`config.mk`:
```
export PLATFORM = sky130hd
export DESIGN_NAME = wb_stage_p
export DESIGN_NICKNAME = d
export VERILOG_FILES = /design/src/rtl/wb_pkg.sv /design/src/rtl/ws_exc_prio_enc.sv /design/src/rtl/wb_stage_p.sv
export SDC_FILE = /design/constraint.sdc
export NUM_CORES = 1
export LEC_CHECK = 0
export BUFFER_PORTS_ARGS = -buffer_cell sky130_fd_sc_hd__buf_4
export CAP_MARGIN = 20
export CELL_PAD_IN_SITES_DETAIL_PLACEMENT = 1
export CELL_PAD_IN_SITES_GLOBAL_PLACEMENT = 1
export CORE_AREA = 2 2 193 195
export DETAILED_ROUTE_END_ITERATION = 16
export DIE_AREA = 0 0 195 197
export PLACE_DENSITY = 0.7
export SETUP_SLACK_MARGIN = 0.3
export SLEW_MARGIN = 0
export SYNTH_ARGS = -nofsm -noshare
export SYNTH_HDL_FRONTEND = slang
export SYNTH_HIERARCHICAL = 1
export SYNTH_SLANG_ARGS = --single-unit
```
`constraint.sdc`:
```
create_clock -name clk -period 6.5 [get_ports clk]
set_clock_uncertainty 0.2 [all_clocks]
set_input_delay 0.65 -clock clk [delete_from_list [all_inputs] [get_ports clk]]
set_output_delay 0.65 -clock clk [all_outputs]
set_load 0.005 [all_outputs]
```
`src/rtl/wb_pkg.sv`:
```
// Shared definitions for the writeback stage: exception bit positions in the
// MEM->WB exception vector, LoongArch ecode/esubcode values and the stage FSM
// state type.
package wb_pkg;

    // Bit positions inside ms_exc = {ale, adef, ine, int, brk, sys}
    localparam int unsigned EXC_SYS  = 0;
    localparam int unsigned EXC_BRK  = 1;
    localparam int unsigned EXC_INT  = 2;
    localparam int unsigned EXC_INE  = 3;
    localparam int unsigned EXC_ADEF = 4;
    localparam int unsigned EXC_ALE  = 5;

    localparam logic [5:0] ECODE_INT  = 6'h00;
    localparam logic [5:0] ECODE_ADEF = 6'h08;
    localparam logic [5:0] ECODE_ALE  = 6'h09;
    localparam logic [5:0] ECODE_SYS  = 6'h0B;
    localparam logic [5:0] ECODE_BRK  = 6'h0C;
    localparam logic [5:0] ECODE_INE  = 6'h0D;
    localparam logic [5:0] ECODE_NONE = 6'h00;

    localparam logic [8:0] ESUBCODE_NONE = 9'h000;

    typedef enum logic [1:0] {
        ST_IDLE,
        ST_HOLD,
        ST_RETIRE,
        ST_SQUASH
    } ws_state_e;

endpackage

```
`src/rtl/ws_exc_prio_enc.sv`:
```
// Exception priority encoder for the writeback stage.
// Ports:
//   exc_i        exception vector {ale, adef, ine, int, brk, sys}
//   exc_any_o    at least one exception bit set
//   ecode_o      ecode of the highest-priority exception (0 when none)
//   esubcode_o   matching esubcode
// Priority, highest first: int, adef, ale, sys, brk, ine.
module ws_exc_prio_enc
    import wb_pkg::*;
(
    input  logic [5:0] exc_i,
    output logic       exc_any_o,
    output logic [5:0] ecode_o,
    output logic [8:0] esubcode_o
);

    always_comb begin
        exc_any_o  = |exc_i;
        ecode_o    = ECODE_NONE;
        esubcode_o = ESUBCODE_NONE;
        if (exc_i[EXC_INT]) begin
            ecode_o = ECODE_INT;
        end else if (exc_i[EXC_ADEF]) begin
            ecode_o = ECODE_ADEF;
        end else if (exc_i[EXC_ALE]) begin
            ecode_o = ECODE_ALE;
        end else if (exc_i[EXC_SYS]) begin
            ecode_o = ECODE_SYS;
        end else if (exc_i[EXC_BRK]) begin
            ecode_o = ECODE_BRK;
        end else if (exc_i[EXC_INE]) begin
            ecode_o = ECODE_INE;
        end
    end

endmodule

```
`src/rtl/wb_stage_p.sv`:
```
// Parametrised LoongArch writeback stage. Latches one MEM->WB beat, optionally
// waits CSR_RD_LAT cycles for CSR read data, then retires it for one cycle:
// regfile write, CSR strobes, exception / ERTN commit pulses and debug trace.
// A committing exception or ERTN opens a squash window that drops the next
// SQUASH_CYCLES accepted beats.
// Ports:
//   clk, reset                 clock, asynchronous active-high reset
//   ms2ws_valid / ws_allowin   MEM->WB handshake
//   ms_*                       fields of the incoming beat
//   csr_rvalue                 CSR read data
//   csr_re/we/num/wmask/wvalue CSR access for the held beat
//   ws_ex, ertn_flush          single-cycle commit pulses
//   ws_ecode, ws_esubcode      exception code of the held beat
//   ws_pc, ws_vaddr            PC and faulting address of the held beat
//   ws_rf_we/waddr/wdata       regfile write port
//   ws_squash                  squash window active
//   debug_wb_*                 retirement trace
module wb_stage_p
    import wb_pkg::*;
#(
    parameter int DATA_W        = 32,
    parameter int RF_AW         = 5,
    parameter int CSR_RD_LAT    = 0,
    parameter int SQUASH_CYCLES = 4
) (
    input  logic              clk,
    input  logic              reset,
    input  logic              ms2ws_valid,
    output logic              ws_allowin,
    input  logic [31:0]       ms_pc,
    input  logic [31:0]       ms_vaddr,
    input  logic              ms_rf_we,
    input  logic [RF_AW-1:0]  ms_rf_waddr,
    input  logic [DATA_W-1:0] ms_rf_wdata,
    input  logic              ms_csr_re,
    input  logic              ms_csr_we,
    input  logic [13:0]       ms_csr_num,
    input  logic [DATA_W-1:0] ms_csr_wmask,
    input  logic [DATA_W-1:0] ms_csr_wvalue,
    input  logic [5:0]        ms_exc,
    input  logic              ms_ertn,
    input  logic [DATA_W-1:0] csr_rvalue,
    output logic              csr_re,
    output logic              csr_we,
    output logic [13:0]       csr_num,
    output logic [DATA_W-1:0] csr_wmask,
    output logic [DATA_W-1:0] csr_wvalue,
    output logic              ws_ex,
    output logic              ertn_flush,
    output logic [5:0]        ws_ecode,
    output logic [8:0]        ws_esubcode,
    output logic [31:0]       ws_pc,
    output logic [31:0]       ws_vaddr,
    output logic              ws_rf_we,
    output logic [RF_AW-1:0]  ws_rf_waddr,
    output logic [DATA_W-1:0] ws_rf_wdata,
    output logic              ws_squash,
    output logic [31:0]       debug_wb_pc,
    output logic [3:0]        debug_wb_rf_we,
    output logic [4:0]        debug_wb_rf_wnum,
    output logic [DATA_W-1:0] debug_wb_rf_wdata
);

    localparam int WAIT_W = (CSR_RD_LAT > 0) ? $clog2(CSR_RD_LAT + 1) : 1;
    localparam int SQ_W   = (SQUASH_CYCLES > 0) ? $clog2(SQUASH_CYCLES + 1) : 1;
    localparam logic [WAIT_W-1:0] WAIT_LAST = WAIT_W'((CSR_RD_LAT > 0) ? CSR_RD_LAT - 1 : 0);
    localparam logic [SQ_W-1:0]   SQ_LOAD   = SQ_W'(SQUASH_CYCLES);

    ws_state_e         state_q, state_d;
    logic [WAIT_W-1:0] wait_q, wait_d;
    logic [SQ_W-1:0]   sq_q, sq_d;
    logic              capture;
    logic              accept;
    logic              flush;
    logic              beat_valid;
    logic              retire;

    // Held beat
    logic [31:0]       pc_q, vaddr_q;
    logic              rf_we_q, csr_re_q, csr_we_q, ertn_q;
    logic [RF_AW-1:0]  rf_waddr_q;
    logic [DATA_W-1:0] rf_wdata_q, csr_wmask_q, csr_wvalue_q;
    logic [13:0]       csr_num_q;
    logic [5:0]        exc_q;

    logic              exc_any;
    logic [5:0]        ecode;
    logic [8:0]        esubcode;

    ws_exc_prio_enc u_prio (
        .exc_i      (exc_q),
        .exc_any_o  (exc_any),
        .ecode_o    (ecode),
        .esubcode_o (esubcode)
    );

    assign ws_allowin = (state_q != ST_HOLD);
    assign accept     = ms2ws_valid & ws_allowin;
    assign retire     = (state_q == ST_RETIRE);
    assign beat_valid = (state_q == ST_HOLD) | retire;
    assign flush      = retire & (exc_any | ertn_q);

    always_comb begin
        state_d = state_q;
        wait_d  = wait_q;
        sq_d    = sq_q;
        capture = 1'b0;
        case (state_q)
            ST_HOLD: begin
                wait_d = wait_q + WAIT_W'(1);
                if (wait_q == WAIT_LAST) begin
                    state_d = ST_RETIRE;
                end
            end
            ST_SQUASH: begin
                if (accept) begin
                    sq_d = sq_q - SQ_W'(1);
                    if (sq_q == SQ_W'(1)) begin
                        state_d = ST_IDLE;
                    end
                end
            end
            default: begin
                if (flush && (SQUASH_CYCLES > 0)) begin
                    // A beat arriving alongside the flushing retire is the
                    // first dropped beat, so the load and first decrement fold.
                    if (accept) begin
                        sq_d    = SQ_LOAD - SQ_W'(1);
                        state_d = (SQUASH_CYCLES == 1) ? ST_IDLE : ST_SQUASH;
                    end else begin
                        sq_d    = SQ_LOAD;
                        state_d = ST_SQUASH;
                    end
                end else if (accept) begin
                    capture = 1'b1;
                    wait_d  = '0;
                    state_d = (ms_csr_re && (CSR_RD_LAT > 0)) ? ST_HOLD : ST_RETIRE;
                end else begin
                    state_d = ST_IDLE;
                end
            end
        endcase
    end

    always_ff @(posedge clk or posedge reset) begin
        if (reset) begin
            state_q <= ST_IDLE;
            wait_q  <= '0;
            sq_q    <= '0;
        end else begin
            state_q <= state_d;
            wait_q  <= wait_d;
            sq_q    <= sq_d;
        end
    end

    always_ff @(posedge clk or posedge reset) begin
        if (reset) begin
            pc_q         <= '0;
            vaddr_q      <= '0;
            rf_we_q      <= 1'b0;
            rf_waddr_q   <= '0;
            rf_wdata_q   <= '0;
            csr_re_q     <= 1'b0;
            csr_we_q     <= 1'b0;
            csr_num_q    <= '0;
            csr_wmask_q  <= '0;
            csr_wvalue_q <= '0;
            exc_q        <= '0;
            ertn_q       <= 1'b0;
        end else if (capture) begin
            pc_q         <= ms_pc;
            vaddr_q      <= ms_vaddr;
            rf_we_q      <= ms_rf_we;
            rf_waddr_q   <= ms_rf_waddr;
            rf_wdata_q   <= ms_rf_wdata;
            csr_re_q     <= ms_csr_re;
            csr_we_q     <= ms_csr_we;
            csr_num_q    <= ms_csr_num;
            csr_wmask_q  <= ms_csr_wmask;
            csr_wvalue_q <= ms_csr_wvalue;
            exc_q        <= ms_exc;
            ertn_q       <= ms_ertn;
        end
    end

    // Data outputs show the held beat only while one is held; strobes and
    // commit pulses additionally require the retire cycle.
    always_comb begin
        ws_squash   = (state_q == ST_SQUASH);
        ws_rf_we    = retire & rf_we_q & ~exc_any & ~ertn_q;
        csr_we      = retire & csr_we_q & ~exc_any;
        ws_ex       = retire & exc_any;
        ertn_flush  = retire & ertn_q & ~exc_any;
        csr_re      = beat_valid & csr_re_q;
        ws_pc       = beat_valid ? pc_q : '0;
        ws_vaddr    = beat_valid ? vaddr_q : '0;
        ws_rf_waddr = beat_valid ? rf_waddr_q : '0;
        ws_rf_wdata = beat_valid ? (csr_re_q ? csr_rvalue : rf_wdata_q) : '0;
        csr_num     = beat_valid ? csr_num_q : '0;
        csr_wmask   = beat_valid ? csr_wmask_q : '0;
        csr_wvalue  = beat_valid ? csr_wvalue_q : '0;
        ws_ecode    = beat_valid ? ecode : '0;
        ws_esubcode = beat_valid ? esubcode : '0;
    end

    assign debug_wb_pc       = ws_pc;
    assign debug_wb_rf_we    = {4{ws_rf_we}};
    assign debug_wb_rf_wdata = ws_rf_wdata;

    if (RF_AW >= 5) begin : g_wnum_trunc
        assign debug_wb_rf_wnum = ws_rf_waddr[4:0];
    end else begin : g_wnum_ext
        assign debug_wb_rf_wnum = {{(5 - RF_AW){1'b0}}, ws_rf_waddr};
    end

endmodule

```
[Word level (Yosys, flattened, before mapping)]
Index checks and enable logic that the tools add are counted.
Word-level totals
  input bits: 224
  register bits after elaboration: 195
  output and inout bits: 274
  logic and storage cells: 81
Cells by class
  reduce and logical (&&, ||, !) cells: 7
  add/sub/neg operators: 2
  equal/unequal tests: 9
  bitwise operators: 17
  muxes and demuxes: 31
Operators with widths (number)
  two-way mux 32 bit: 6
  two-way mux 6 bit: 6
  two-way mux 14 bit: 1
  AND 1 bit: 11
  two-way mux 2 bit: 5
  two-way mux 3 bit: 3
  AND reduction 3 bit: 3
  != test 2 x 1 -> 1 bit, second input constant: 4
  case mux 3 bit (2 select lines): 1
  OR reduction 6 bit: 1
  two-way mux 1 bit: 5
  two-way mux 5 bit: 1
  equality test 2 bit, second input constant: 2
  two-way mux 4 bit: 1
  NOT 1 bit: 4
  case mux 2 bit (2 select lines): 1
  nonzero test 2 bit: 2
  equality test 3 x 1 -> 1 bit, second input constant: 1
  subtractor 3 x 1 -> 3 bit, second input constant: 1
  equality test 2 x 1 -> 1 bit, second input constant: 1
  != test 2 bit, second input constant: 1
  bitwise OR 1 bit: 2
  case mux 1 bit (2 select lines): 1
  OR reduction 2 bit: 1
  adder 1 bit, second input constant: 1

[Depth between registers and ports, before layout]
  depth in word-level cells: 7
  mapped depth: 9
  depth with buffers taken out: 6

[Cells and area by module]
The synthesis kept the hierarchy.
By module, submodules not included
  wb_stage_p: instances 1, cells each 779, area an instance 10025.9 um2
  ws_exc_prio_enc: instances 1, cells each 22, area an instance 143.9 um2

[Worst setup path after synthesis]
OpenSTA, ideal clock, no wires.
  path kind: reg-to-output
  from: register exc_q[2]
  to: output debug_wb_rf_we[0]
  path slack: 3.540 ns
  cell stages (with the launch flop): 5
  data arrival time: 2.110 ns
  required time: 5.650 ns
  path through: dfrtp_1 -> or4_1 -> or3_1 -> nor4bb_1 -> buf_4
On the way
  word-level cells in the longest chain between the ends: 4
Ends and longest elaborated chain
  start, declared: line wb_stage_p.sv:84  | logic [5:0] exc_q;
  start signal, assigned: line wb_stage_p.sv:182  | exc_q <= ms_exc;
  OR reduction 6 bit: line ws_exc_prio_enc.sv:18  | exc_any_o = |exc_i;
  named net exc_any: line wb_stage_p.sv:86  | logic exc_any;
  NOT 1 bit: line wb_stage_p.sv:191  | ws_rf_we = retire & rf_we_q & ~exc_any & ~ertn_q;
  AND 1 bit (2 in series): line wb_stage_p.sv:191
  end, declared: line wb_stage_p.sv:59  | output logic [3:0] debug_wb_rf_we,
The timed path passes the listed nets, and every way through them passes these cells.

[Final worst setup path]
  from: register state_q[0]
  to: output debug_wb_rf_wnum[0]
On the way
  word-level cells in the longest chain between the ends: 3
  elaborated cells between the ends (all ways): 4
  classes of those cells: 2 x eq/ne; 1 x mux; 1 x bitwise
Ends and longest elaborated chain
  start, declared: line wb_stage_p.sv:69  | ws_state_e state_q, state_d;
  start signal, assigned: line wb_stage_p.sv:151  | state_q <= state_d;
  equality test 2 x 1 -> 1 bit / equality test 2 bit (equally long branches): line wb_stage_p.sv:100, wb_stage_p.sv:99
  bitwise OR 1 bit (*): line wb_stage_p.sv:100  | assign beat_valid = (state_q == ST_HOLD) | retire;
  two-way mux 5 bit (*): line wb_stage_p.sv:198  | ws_rf_waddr = beat_valid ? rf_waddr_q : '0;
  end, declared: line wb_stage_p.sv:60  | output logic [4:0] debug_wb_rf_wnum,
Every way passes the cells marked *; elsewhere a longest branch is shown, timed or not.

==> summary.md <==
| Metric | Value |
|---|---|
| Status | `completed` |
| Leak pwr | `just over 7 nW` |
| Kind of critical path | `register to output pin` |
| Post-synth top area share | `a little under half` |
| Number of synthesized flops with an enable pin | `0` |
| Crit start category | `register` |
| Main synth FF type | `dfrtp_1` |
| Sequential share of the synthesized area | `48.0%` |
| CORE AREA | `around 0.036 mm^2` |
| Setup bufs post-CTS | `0` |
| DRT Wirelength | `between 30 and 40 mm` |
| Worst slew pin tran | `0.905 ns` |
| Routed len/inst | `18.3 um` |
| RR Endpoint | `csr_wvalue_q[14]` |
| PortBufs | `approximately 490` |
| Layout fillers | `around 4,000` |
| Yosys cell types | `40` |
| First-pass DRT Iterations | `4` |
| Synth Warn # | `6` |
| Final Util | `around two fifths` |
| Max incr delay on CP | `between 0.8 and 0.9 ns` |
| Largest net degree at the start of global routing | `~120` |
| Max Cap Viol | `0` |
| Clk sinks | `a little under 200` |
| Max_slew headroom | `between 30% and 40%` |
| Initial core utilization | `between 20 and 30%` |
| R2R setup slack | `around 2.8 ns` |
| Syn Area/Cell | `roughly 13 um^2` |
| Clock tree buffer depth | `2` |
| Post-DP HPWL | `22.6 mm` |
| Crit path capture type | `output pin` |
| N_diodes | `0` |
| Post-place setup slack | `around 2.8 ns` |
| Final setup fails | `0` |
| P per Cell Area | `a little under 600 mW/mm^2` |
| Synth Cell Area | `0.0102 mm^2` |
| Area Growth Syn to Fin | `40.5%` |
| Root buffer cell | `clkbuf_16` |
| Clock-pin slew on the worst setup and hold paths | `roughly 0.080 ns` |
| Nets | `~1,400` |
| CTS Buf Count | `17` |
| Via density | `around 4.3` |
| Vias | `7,186` |
| Die Span X | `195 um` |
| Placer Congestion | `roughly 0.75` |
| Row cnt | `70` |
| Setup WS post-layout | `approximately 2.7 ns` |
| Mapped Cells | `801` |
| DRC violations left | `0` |
| Max-slew violation count | `0` |
| Total negative slack | `0 ns` |
| Routed Antenna Nets | `0` |
| Die Ht | `between 150 and 200 um` |
| GRT Total Usage | `around 16%` |
| Remaining global-route overflow | `0` |
| Reg2Reg Depth | `6` |
| Period utilization | `58.2%` |
| Post-CTS Resized | `0` |
| Initial DRC count | `between 150 and 200` |
| Crit-path cells | `inv_1 > ha_4 > buf_12 > nor2b_1 > buf_4` |
| Initial antenna violation count | `0` |
| Worst path arrival time | `around 2.9 ns` |
| CP required | `between 5 and 6 ns` |
| Die area | `0.0384 mm^2` |
| First-pass GRT wire length | `around 46 mm` |
| I/O pin count | `about 500` |
| Asr flop ratio synth | `between 90% and 100%` |
| Hold_buf cts | `0` |
| Worst Path Max Fanout | `approximately 120` |
| Clk_lat worst skew | `around 0.44 ns` |
| Slowest-stage cell, CP | `ha_4` |
| Fmax | `~260 MHz` |
| Max VDD drop | `a little under 300 uV` |
| CTS tree | `yes` |
| Final Hold Fails | `0` |
| Top post-synthesis cells by area | `dfrtp_1 (48%), mux2_4 (15%), nor2b_1 (10%)` |
| RSZ-0062 raised after global routing | `false` |
| Fin crit period | `between 3 and 4 ns` |
| Worst r2r src | `exc_q[2]` |
| H-tree level count | `4` |
| Vias in the first global route | `around 8,000` |
| Share of layout cells above drive strength 1 | `approximately three fifths` |
| Biggest area consumer among synthesized cells | `dfrtp_1` |
| HP Class | `input pin to asynchronous set/reset pin` |
| Synth Register Bits | `just under 200` |
## Yosys cell counts, drive strengths merged, types with 2 or more instances
master	number
nand2	3
buf	112
a21oi	4
nor2	38
and3b	2
clkbuf	20
inv	6
nor3	2
mux2	189
nor2b	164
o21ai	4
nand2b	3
a22oi	3
mux2i	32
dfrtp	195
ha	6
nand3	2
## layout by cell type (no fill, tap or decap), drive strengths merged, types with 5 or more instances in the layout
master / Yosys / layout
nor2: 38 / 38
mux2i: 32 / 32
clkbuf: 20 / 19
inv: 6 / 11
ha: 6 / 6
dfrtp: 195 / 195
conb: 1 / 11
mux2: 189 / 189
nor2b: 164 / 164
buf: 112 / 492
bufinv: 0 / 5
## power by group
group	leakage, nW	internal (mW)	switching [mW]
Clock	0.313	0.702	0.503
Combinational	4.58	2.88	2.08
Sequential	2.29	1.85	0.367
## flip-flops by register name, summed over array words and instances, names as in the netlist
name,cells
csr_we_q,1
exc_q,6
rf_wdata_q,32
vaddr_q,32
wait_q,1
state_q,2
sq_q,3
rf_waddr_q,5
pc_q,32
csr_num_q,14
csr_wvalue_q,32
rf_we_q,1
ertn_q,1
csr_re_q,1
csr_wmask_q,32
## cells by family (layout without fill, tap and decap cells)
| family | after synthesis | in the layout | share of synthesized area (%) |
|---|---|---|---|
| and+or+nand+nor | 222 | 222 | 12.8 |
| muxes | 221 | 221 | 27.8 |
| DFF | 195 | 195 | 48.0 |
| buffers and inverters | 138 | 530 | 9.39 |
| AOI/OAI and AO/OA | 18 | 18 | 1.25 |
| adders and majority gates | 6 | 6 | 0.738 |
| other | 1 | 11 | 0.0369 |
## cell type report
class	count	area, um^2	area share (%)
Timing Repair Buffer	492	3730	26.1
Sequential cell	195	4880	34.2
Clock buffer	19	443	3.10
Multi-Input combinational cell	478	4390	30.8
Clock inverter	13	219	1.53
Tap cell	468	586	4.10
Inverter	6	30.0	0.210
## metrics by stage
step | power [mW] | cell area (um^2) | hold slack, ns | instances
3_5_place_dp | 7.28 | 13600 | 0.285 | 1638
5_1_grt | 8.98 | 14300 | 0.157 | 1671
3_3_place_gp | 7.18 | 13600 | 0.279 | 1638
4_1_cts | 8.53 | 14300 | 0.138 | 1670
6_report | 8.38 | 14300 | 0.112 | 1671
2_1_floorplan | 5.17 | 10200 | 0.271 | 811
## worst max-delay path: cells and delay by family (launching register included)
family	cells	cell delay [ns]
flops	1	0.50
fa+ha+maj	1	0.84
simple gates	1	0.17
buf+inv	3	0.76
## how the worst max path moves through the flow
stage	from	endpoint	slack (ns)	cells past startpoint
global placement	exc_q[2]	csr_wvalue_q[14]	2.87	6
finish	state_q[0]	debug_wb_rf_wnum[0]	2.72	5
detailed placement	exc_q[2]	csr_wvalue_q[14]	2.81	6
global route	state_q[0]	debug_wb_rf_wnum[0]	2.49	5
CTS	state_q[0]	ws_rf_wdata[30]	2.61	5
floorplan	reset	csr_num_q[0]	0.34	1
## per-layer routing
| layer | GRT usage (%) | vias up | wire [um] |
|---|---|---|---|
| met4 | 4.69 | 0 | 460 |
| met5 | 0 | - | 0 |
| met3 | 6.50 | 25 | 2900 |
| li1 | - | 3334 | - |
| met1 | 18.0 | 3520 | 12200 |
| met2 | 26.7 | 307 | 15000 |
(Power assumes the default switching activity.)
